===== src/rtl/l2todr_req_rrarb.sv =====
// Round-robin merge of NREQ L2 request channels into l2todr_req.
// Two-entry output buffer keeps directory retry off the L2 side.
module l2todr_req_rrarb #(
  parameter int NREQ   = 4,
  parameter int DATA_W = 64,
  parameter int IDX_W  = $clog2(NREQ)
) (
  input  logic                   clk,
  input  logic                   reset,
  input  logic [NREQ-1:0]        l2todr_req_valid_in,
  output logic [NREQ-1:0]        l2todr_req_retry_in,
  input  logic [NREQ*DATA_W-1:0] l2todr_req_in,
  output logic                   l2todr_req_valid,
  input  logic                   l2todr_req_retry,
  output logic [DATA_W-1:0]      l2todr_req,
  output logic [IDX_W-1:0]       l2todr_req_src
);

  typedef struct packed {
    logic [DATA_W-1:0] data;
    logic [IDX_W-1:0]  src;
  } ent_t;

  typedef enum logic [1:0] {
    OCC0,
    OCC1,
    OCC2
  } occ_t;

  occ_t             occ_q, occ_d;
  ent_t             buf0_q, buf0_d;
  ent_t             buf1_q, buf1_d;
  ent_t             in_ent;
  logic [IDX_W-1:0] rr_q, rr_d;
  logic [IDX_W-1:0] gnt, gnt_inc;
  logic             any_v;
  logic             enq, deq;
  int               best;

  // pick the valid source closest to rr_q in rotating order
  always_comb begin
    gnt   = '0;
    any_v = 1'b0;
    best  = NREQ;
    for (int i = 0; i < NREQ; i++) begin
      if (l2todr_req_valid_in[i] &&
          ((i + NREQ - int'(rr_q)) % NREQ) < best) begin
        best  = (i + NREQ - int'(rr_q)) % NREQ;
        gnt   = IDX_W'(i);
        any_v = 1'b1;
      end
    end
  end

  assign gnt_inc = (int'(gnt) == NREQ - 1) ?
                   '0 : gnt + IDX_W'(1);

  assign in_ent.data =
    l2todr_req_in[int'(gnt)*DATA_W +: DATA_W];
  assign in_ent.src  = gnt;

  assign enq = !reset && any_v && (occ_q != OCC2);
  assign deq = (occ_q != OCC0) && !l2todr_req_retry;

  // release only the granted source, and only when space exists
  always_comb begin
    l2todr_req_retry_in = '1;
    if (enq) l2todr_req_retry_in[gnt] = 1'b0;
  end

  assign l2todr_req_valid = !reset && (occ_q != OCC0);
  assign l2todr_req       = reset ? '0 : buf0_q.data;
  assign l2todr_req_src   = reset ? '0 : buf0_q.src;

  // buffer occupancy, entry movement and pointer advance
  always_comb begin
    occ_d  = occ_q;
    buf0_d = buf0_q;
    buf1_d = buf1_q;
    rr_d   = rr_q;
    if (enq) rr_d = gnt_inc;
    case (occ_q)
      OCC0: begin
        if (enq) begin
          buf0_d = in_ent;
          occ_d  = OCC1;
        end
      end
      OCC1: begin
        if (enq && deq) begin
          buf0_d = in_ent;
        end else if (enq) begin
          buf1_d = in_ent;
          occ_d  = OCC2;
        end else if (deq) begin
          occ_d  = OCC0;
        end
      end
      OCC2: begin
        if (deq) begin
          buf0_d = buf1_q;
          occ_d  = OCC1;
        end
      end
      default: occ_d = OCC0;
    endcase
  end

  // state registers, cleared by reset
  always_ff @(posedge clk) begin
    if (reset) begin
      occ_q  <= OCC0;
      buf0_q <= '0;
      buf1_q <= '0;
      rr_q   <= '0;
    end else begin
      occ_q  <= occ_d;
      buf0_q <= buf0_d;
      buf1_q <= buf1_d;
      rr_q   <= rr_d;
    end
  end

endmodule


===== config.mk =====
export PLATFORM = sky130hd
export DESIGN_NAME = l2todr_req_rrarb
export DESIGN_NICKNAME = d
export VERILOG_FILES = /design/src/rtl/l2todr_req_rrarb.sv
export SDC_FILE = /design/constraint.sdc
export NUM_CORES = 1
export LEC_CHECK = 0
export ABC_AREA = 0
export BUFFER_PORTS_ARGS = -buffer_cell sky130_fd_sc_hd__buf_2
export CAP_MARGIN = 20
export CORE_MARGIN = 1
export CORE_UTILIZATION = 45
export DETAILED_ROUTE_END_ITERATION = 16
export MAX_ROUTING_LAYER = met4
export PLACE_DENSITY = 0.87
export SETUP_SLACK_MARGIN = 0.3
export SLEW_MARGIN = 20
export SYNTH_ARGS = -nofsm -noshare
export SYNTH_HDL_FRONTEND = slang
export SYNTH_SLANG_ARGS = --single-unit

===== constraint.sdc =====
create_clock -name clk -period 5.79 [get_ports clk]
set_clock_uncertainty 0.05 [all_clocks]
set_input_delay 0.2895 -clock clk [delete_from_list [all_inputs] [get_ports clk]]
set_output_delay 0.2895 -clock clk [all_outputs]
set_load 0.1 [all_outputs]

# Word level (Yosys, flattened, before mapping)
# Index checks and enable logic that the tools add are counted.
# word_totals
reg_bits	136
out_inout_bits	71
elab_cells	81
inputBits	263
# classes
reduce_logical	22
bitwise_logic	6
n_addsub	5
eq_ne	9
magnitude_cmp	6
mux	26
shifts	1
# ops
op	count
$shiftx A256 B9 Y64	1
$mux W66	3
$pmux W66 S3	1
$lt A3 B32 Y1	3
$mux W32	3
$mux W64	1
$mux W2	9
$sub A3 B2 Y4 const A	4
$logic_and A1 B1 Y1	10
$ne A2 B2 Y1 const B	5
$reduce_and A4 Y1	2
$reduce_or A2 Y1	4
$mux W1	6
$pmux W2 S3	1
$and A1 B1 Y1	4
$eq A2 B1 Y1 const B	2
$lt A3 B4 Y1 const B	1
$mux W4	1
$not A4 Y4	1
$lt A2 B3 Y1 const B	1
$ne A3 B3 Y1 const B	1
$reduce_and A3 Y1	1
$reduce_bool A3 Y1	1
$add A2 B1 Y2 const B	1
7 further kinds	8

# Longest topological paths before layout
# logic_depth
ltp_word	21
depth_mapped	21
mapped_depth_nobuf	17

# Worst setup path before layout
# Ideal clock, no wire load.
# synth_timing
path_kind	input-to-output
from	in l2todr_req_valid_in[1]
to	out l2todr_req_retry_in[0]
slack_ns	1.478
t_arrival_ns	3.973
stages	17
t_required_ns	5.451
path_buffers	6
cell_sequence	clkbuf_1 -> clkbuf_1 -> nor2_1 -> a32oi_1 -> ha_1 -> o22ai_1 -> o21ai_2 -> buf_4 -> buf_2 -> a21o_1 -> ha_1 -> o32ai_1 -> nand2_1 -> o31a_1 -> buf_2 -> clkbuf_1 -> nand4_1
# synth_between
elab_chain_cells	14
elab_cells_between_ends	22
classes_between	4 x order compare; 11 x mux; 1 x bitwise; 6 x reduce/logical
# synth_lines
element	line_no	rtl
start: declaration	10	input logic [NREQ-1:0] l2todr_req_valid_in,
$logic_and A1 B1 Y1 *	46	if (l2todr_req_valid_in[i] &&
$mux W32	46	
$lt A3 B32 Y1	47	((i + NREQ - int'(rr_q)) % NREQ) < best) begin
$logic_and A1 B1 Y1	46	
$mux W32	46	
$lt A3 B32 Y1	47	
$logic_and A1 B1 Y1	46	
$mux W2	46	
$lt A2 B3 Y1 (implied by the code) or $ge A2 B1 Y1 (tied branches)	68	if (enq) l2todr_req_retry_in[gnt] = 1'b0;
$logic_and A1 B1 Y1 (implied by the code)	68	
$mux W1 (implied by the code)	68	
$demux W1 S2	68	
$not A4 Y4 (no source line)	n/a	
$mux W4 *	68	
end: declaration	11	output logic [NREQ-1:0] l2todr_req_retry_in,
# Mark *: on every way between the ends. The rest lies on a longest branch, timed or not.

# Worst setup path in the final report
# layout_timing
from	reg rr_q[0]
to	out l2todr_req_retry_in[3]
# layout_between
elab_chain_cells	21
elab_cells_between_ends	39
classes_between	4 x add/sub; 6 x order compare; 13 x mux; 5 x bitwise; 11 x reduce/logical
# layout_lines
element	line_no	rtl
start: declaration	34	logic [IDX_W-1:0] rr_q, rr_d;
start signal: assignment	120	rr_q <= rr_d;
$sub A3 B2 Y4	47, 48	
$reduce_or A2 Y1 (no source line)	n/a	
$and A1 B1 Y1 (no source line)	n/a	
$lt A3 B4 Y1	47	
$logic_and A1 B1 Y1	46	
$mux W32	46	
$lt A3 B32 Y1	47	
$logic_and A1 B1 Y1	46	
(+5 left out)	n/a	
$logic_and A1 B1 Y1	46	
$mux W2	46	
$lt A2 B3 Y1 (implied by the code) or $ge A2 B1 Y1 (tied branches)	68	
$logic_and A1 B1 Y1 (implied by the code)	68	
$mux W1 (implied by the code)	68	
$demux W1 S2	68	
$not A4 Y4 (no source line)	n/a	
$mux W4 *	68	
# Marked as above.

==> summary.md <==
| Metric | Value |
|---|---|
| Hold Path Stages | `3` |
| Clk pwr share | `0.220` |
| Max-slew violation count | `0` |
| Post-Place Cell Area | `between 10,000 and 15,000 um^2` |
| CTS Buf Count | `17` |
| Asr flop ratio synth | `0` |
| TNS Setup | `0 ns` |
| Static leakage | `5.03 nW` |
| Yosys Warn Count | `0` |
| Status | `completed` |
| #FFs+latches synth | `136` |
| DR vias | `9,573` |
| Terminus of the critical flop-to-flop path | `buf0_q[33]$_SDFFE_PP0P_` |
| Worst skew pair latency | `0.41 ns` |
| Psw | `around 2.6 mW` |
| DRT iter0 DRCs | `792` |
| Hold EP | `buf1_q[10]$_SDFFE_PP0P_` |
| Leading area contributor after synthesis | `dfxtp_1` |
| Final HPWL DP | `between 15 and 20 mm` |
| Area contributors post-synth | `dfxtp_1, o32a_1, o221ai_1` |
| Number of library cell types mapped by synthesis | `45` |
| Synth Cell Area | `approximately 8500 um^2` |
| Die extent in x | `140 um` |
| Port bufs | `333` |
| RSZ-0062 raised after global routing | `false` |
| Max_cap viols | `0` |
| Vias per inst | `6.07` |
| Final critical-path required period | `5.07 ns` |
| Die area | `~20,000 um^2` |
| Antenna Nets Post-Route | `0` |
| FMAX | `197 MHz` |
| Register area share after synthesis | `0.320` |
| Post-CTS Setup Inserts | `0` |
| Clock sink total | `~140` |
| CTS root buffer | `clkbuf_16` |
| Normalized max-slew margin | `0.259` |
| R2R setup slack | `approximately 1.2 ns` |
| Site row count | `49` |
| Initial antenna violation count | `2` |
| Number of flops mapped to enable cells by yosys | `0` |
| RD Place Congestion | `0.891` |
| Nets | `1,600` |
| Hold-fix buffers, CTS | `0` |
| GRT Residual Overflow | `0` |
| Yosys top cell area share | `0.320` |
| First-pass GRT wire length | `46.1 mm` |
| Minimum hold slack | `0.121 ns` |
| Sequential cell fraction of total power | `0.229` |
| Top cells by count, synth | `dfxtp_1, inv_1, nand3_1, nor2_1, clkbuf_1` |
| CTS tree | `built` |
| WP data required | `approximately 5.5 ns` |
| Core area | `~18,000 um^2` |
| CP max FO | `35` |
| Reg2Reg Depth | `15` |
| Hold Vio Cnt, Final | `0` |
| Share of cells above drive strength 1 | `0.306` |
| Final wirelength | `between 20 and 30 mm` |
| Largest net degree at the start of global routing | `91` |
| GR Util All Layers | `0.302` |
| Fin crit share | `0.876` |
| Mean post-synth cell area | `7.82 um^2` |
| Post-Synthesis Cells | `1,089` |
| Starting density of the core | `0.466` |
| Maximum VDD drop | `295 uV` |
| Syn nets | `1,355` |
| Crit path launch type | `register` |
| Critical Path Source | `rr_q[0]$_SDFFE_PP0P_` |
| Final setup fails | `0` |
| CP arrival | `4.73 ns` |
| Cell area after layout | `10,800 um^2` |
| DRC errors left | `0` |
| H-tree Lvls | `4` |
| Most frequent cell after synthesis | `dfxtp_1` |
| Power Internal | `2.92 mW` |
| Vias in the first global route | `~9,300` |
| Routed WL per cell | `18.3 um` |
| Actual slew at the worst max-slew pin | `1.11 ns` |
| Ports | `around 330` |
| Pwr/cell area | `515 nW/um^2` |
| Reg clk slew, reported paths | `0.06 ns` |
| Comb pwr share | `0.550` |
| R2r startpoint | `rr_q[0]$_SDFFE_PP0P_` |
| Post-CTS sizing | `0` |
| Initial DRT Pass Iterations | `5` |
| Hold crit path type | `primary input to register` |
| Switching power share of the total | `0.475` |
| DIE HEIGHT | `140 um` |
| Largest buffer count on any clock path | `2` |
| Crit path capture type | `primary output` |
| Ys flop type | `dfxtp_1` |
| Worst Min Path Start | `l2todr_req_in[200]` |
| Crit Path Class | `register to primary output` |
| Area Growth Syn to Fin | `26.7%` |
[power groups by stage]
stage | clock network, mW | logic (mW) | registers [mW]
floorplan | 0 | 2.45 | 1.26
global placement | 0 | 2.98 | 1.28
detailed placement | 0 | 3.02 | 1.29
CTS | 1.24 | 3.04 | 1.27
global route | 1.29 | 3.25 | 1.30
finish | 1.22 | 3.06 | 1.27
[layer usage]
metal  vias up  global-route usage  routed length (um)
li1       4491                   -                   -
met1      4474               0.349               11600
met2       528               0.498               14000
met3        80              0.0609                2270
met4         0               0.151                1060
met5         -                   -                   0
[worst max-delay path by stage]
stage,endpoint,cells after the start
after floorplan,l2todr_req_retry_in[0],17
after global placement,l2todr_req_retry_in[3],17
after detailed placement,l2todr_req_retry_in[3],17
after CTS,l2todr_req_retry_in[3],16
after global routing,l2todr_req_retry_in[3],16
final,l2todr_req_retry_in[3],16
[per-stage QoR]
| step | std cells | utilization | total power [mW] | setup WS [ns] |
|---|---|---|---|---|
| floorplan | 1089 | - | 3.71 | 1.48 |
| global placement | 1544 | 0.554 | 4.26 | 1.31 |
| detailed placement | 1544 | 0.554 | 4.31 | 1.15 |
| CTS | 1576 | 0.590 | 5.55 | 0.744 |
| global route | 1578 | 0.590 | 5.84 | 0.402 |
| finish | 1578 | 0.590 | 5.55 | 0.716 |
[placed cells by master, fill, tap and decap left out, types with 3 or more instances in the layout]
cell type  Yosys  layout
nand3_1       83      82
or4_1         16      16
ha_1           3       3
and2_1        64      64
nand2b_1      69      69
a221oi_1      64      64
nor2_1        76      75
clkinv_2       0       4
o32a_1        64      64
o221ai_1      65      65
nor2b_1        3       3
buf_4         10      17
bufinv_16      0       6
a211oi_2      15      15
clkbuf_16      0      17
a31oi_1       15      15
buf_2         35     331
nand4_1        3       3
nand2_1       22      20
dfxtp_1      136     136
inv_1        133     133
a21oi_1        5       5
o21ai_0       63      63
a211oi_1      37      37
[critical path: stages, from the launching register on]
cell and delay [ns]:
dfxtp_1 0.56, mux2i_1 0.14, a32oi_1 0.26, ha_1 0.26
o22ai_1 0.15, o21ai_4 0.19, buf_4 0.31, nor2_1 0.07
a21o_1 0.16, ha_1 0.26, o32ai_1 0.07, nand2_2 0.46
o31a_2 0.71, nand2_1 0.14, ha_1 0.24, nand2_1 0.12
buf_12 0.19
[flip-flops by register name, summed over array words and instances (netlist names)]
name / count
buf0_q: 66
buf1_q: 66
rr_q: 2
occ_q: 2
[area by class of cell]
cell class	count	area (um^2)
well taps	229	287
multi-input cells	695	4780
diodes	2	5.00
repair buffers	350	1820
inverters	134	503
clock buffers	19	433
fillers	1608	7490
clock inverters	13	225
flip-flops and latches	136	2720
[kinds of logic after synthesis]
logic type | Yosys count | share of synthesized area
flip-flops | 136 | 0.320
AO/OA/AOI/OAI | 346 | 0.331
AND/OR/NAND/NOR | 344 | 0.217
multiplexers | 1 | 0.00118
XOR/XNOR | 1 | 0.00103
adder cells (fa/ha/maj) | 3 | 0.00441
buffers and inverters | 258 | 0.125
Power figures use the tool's default switching activity.
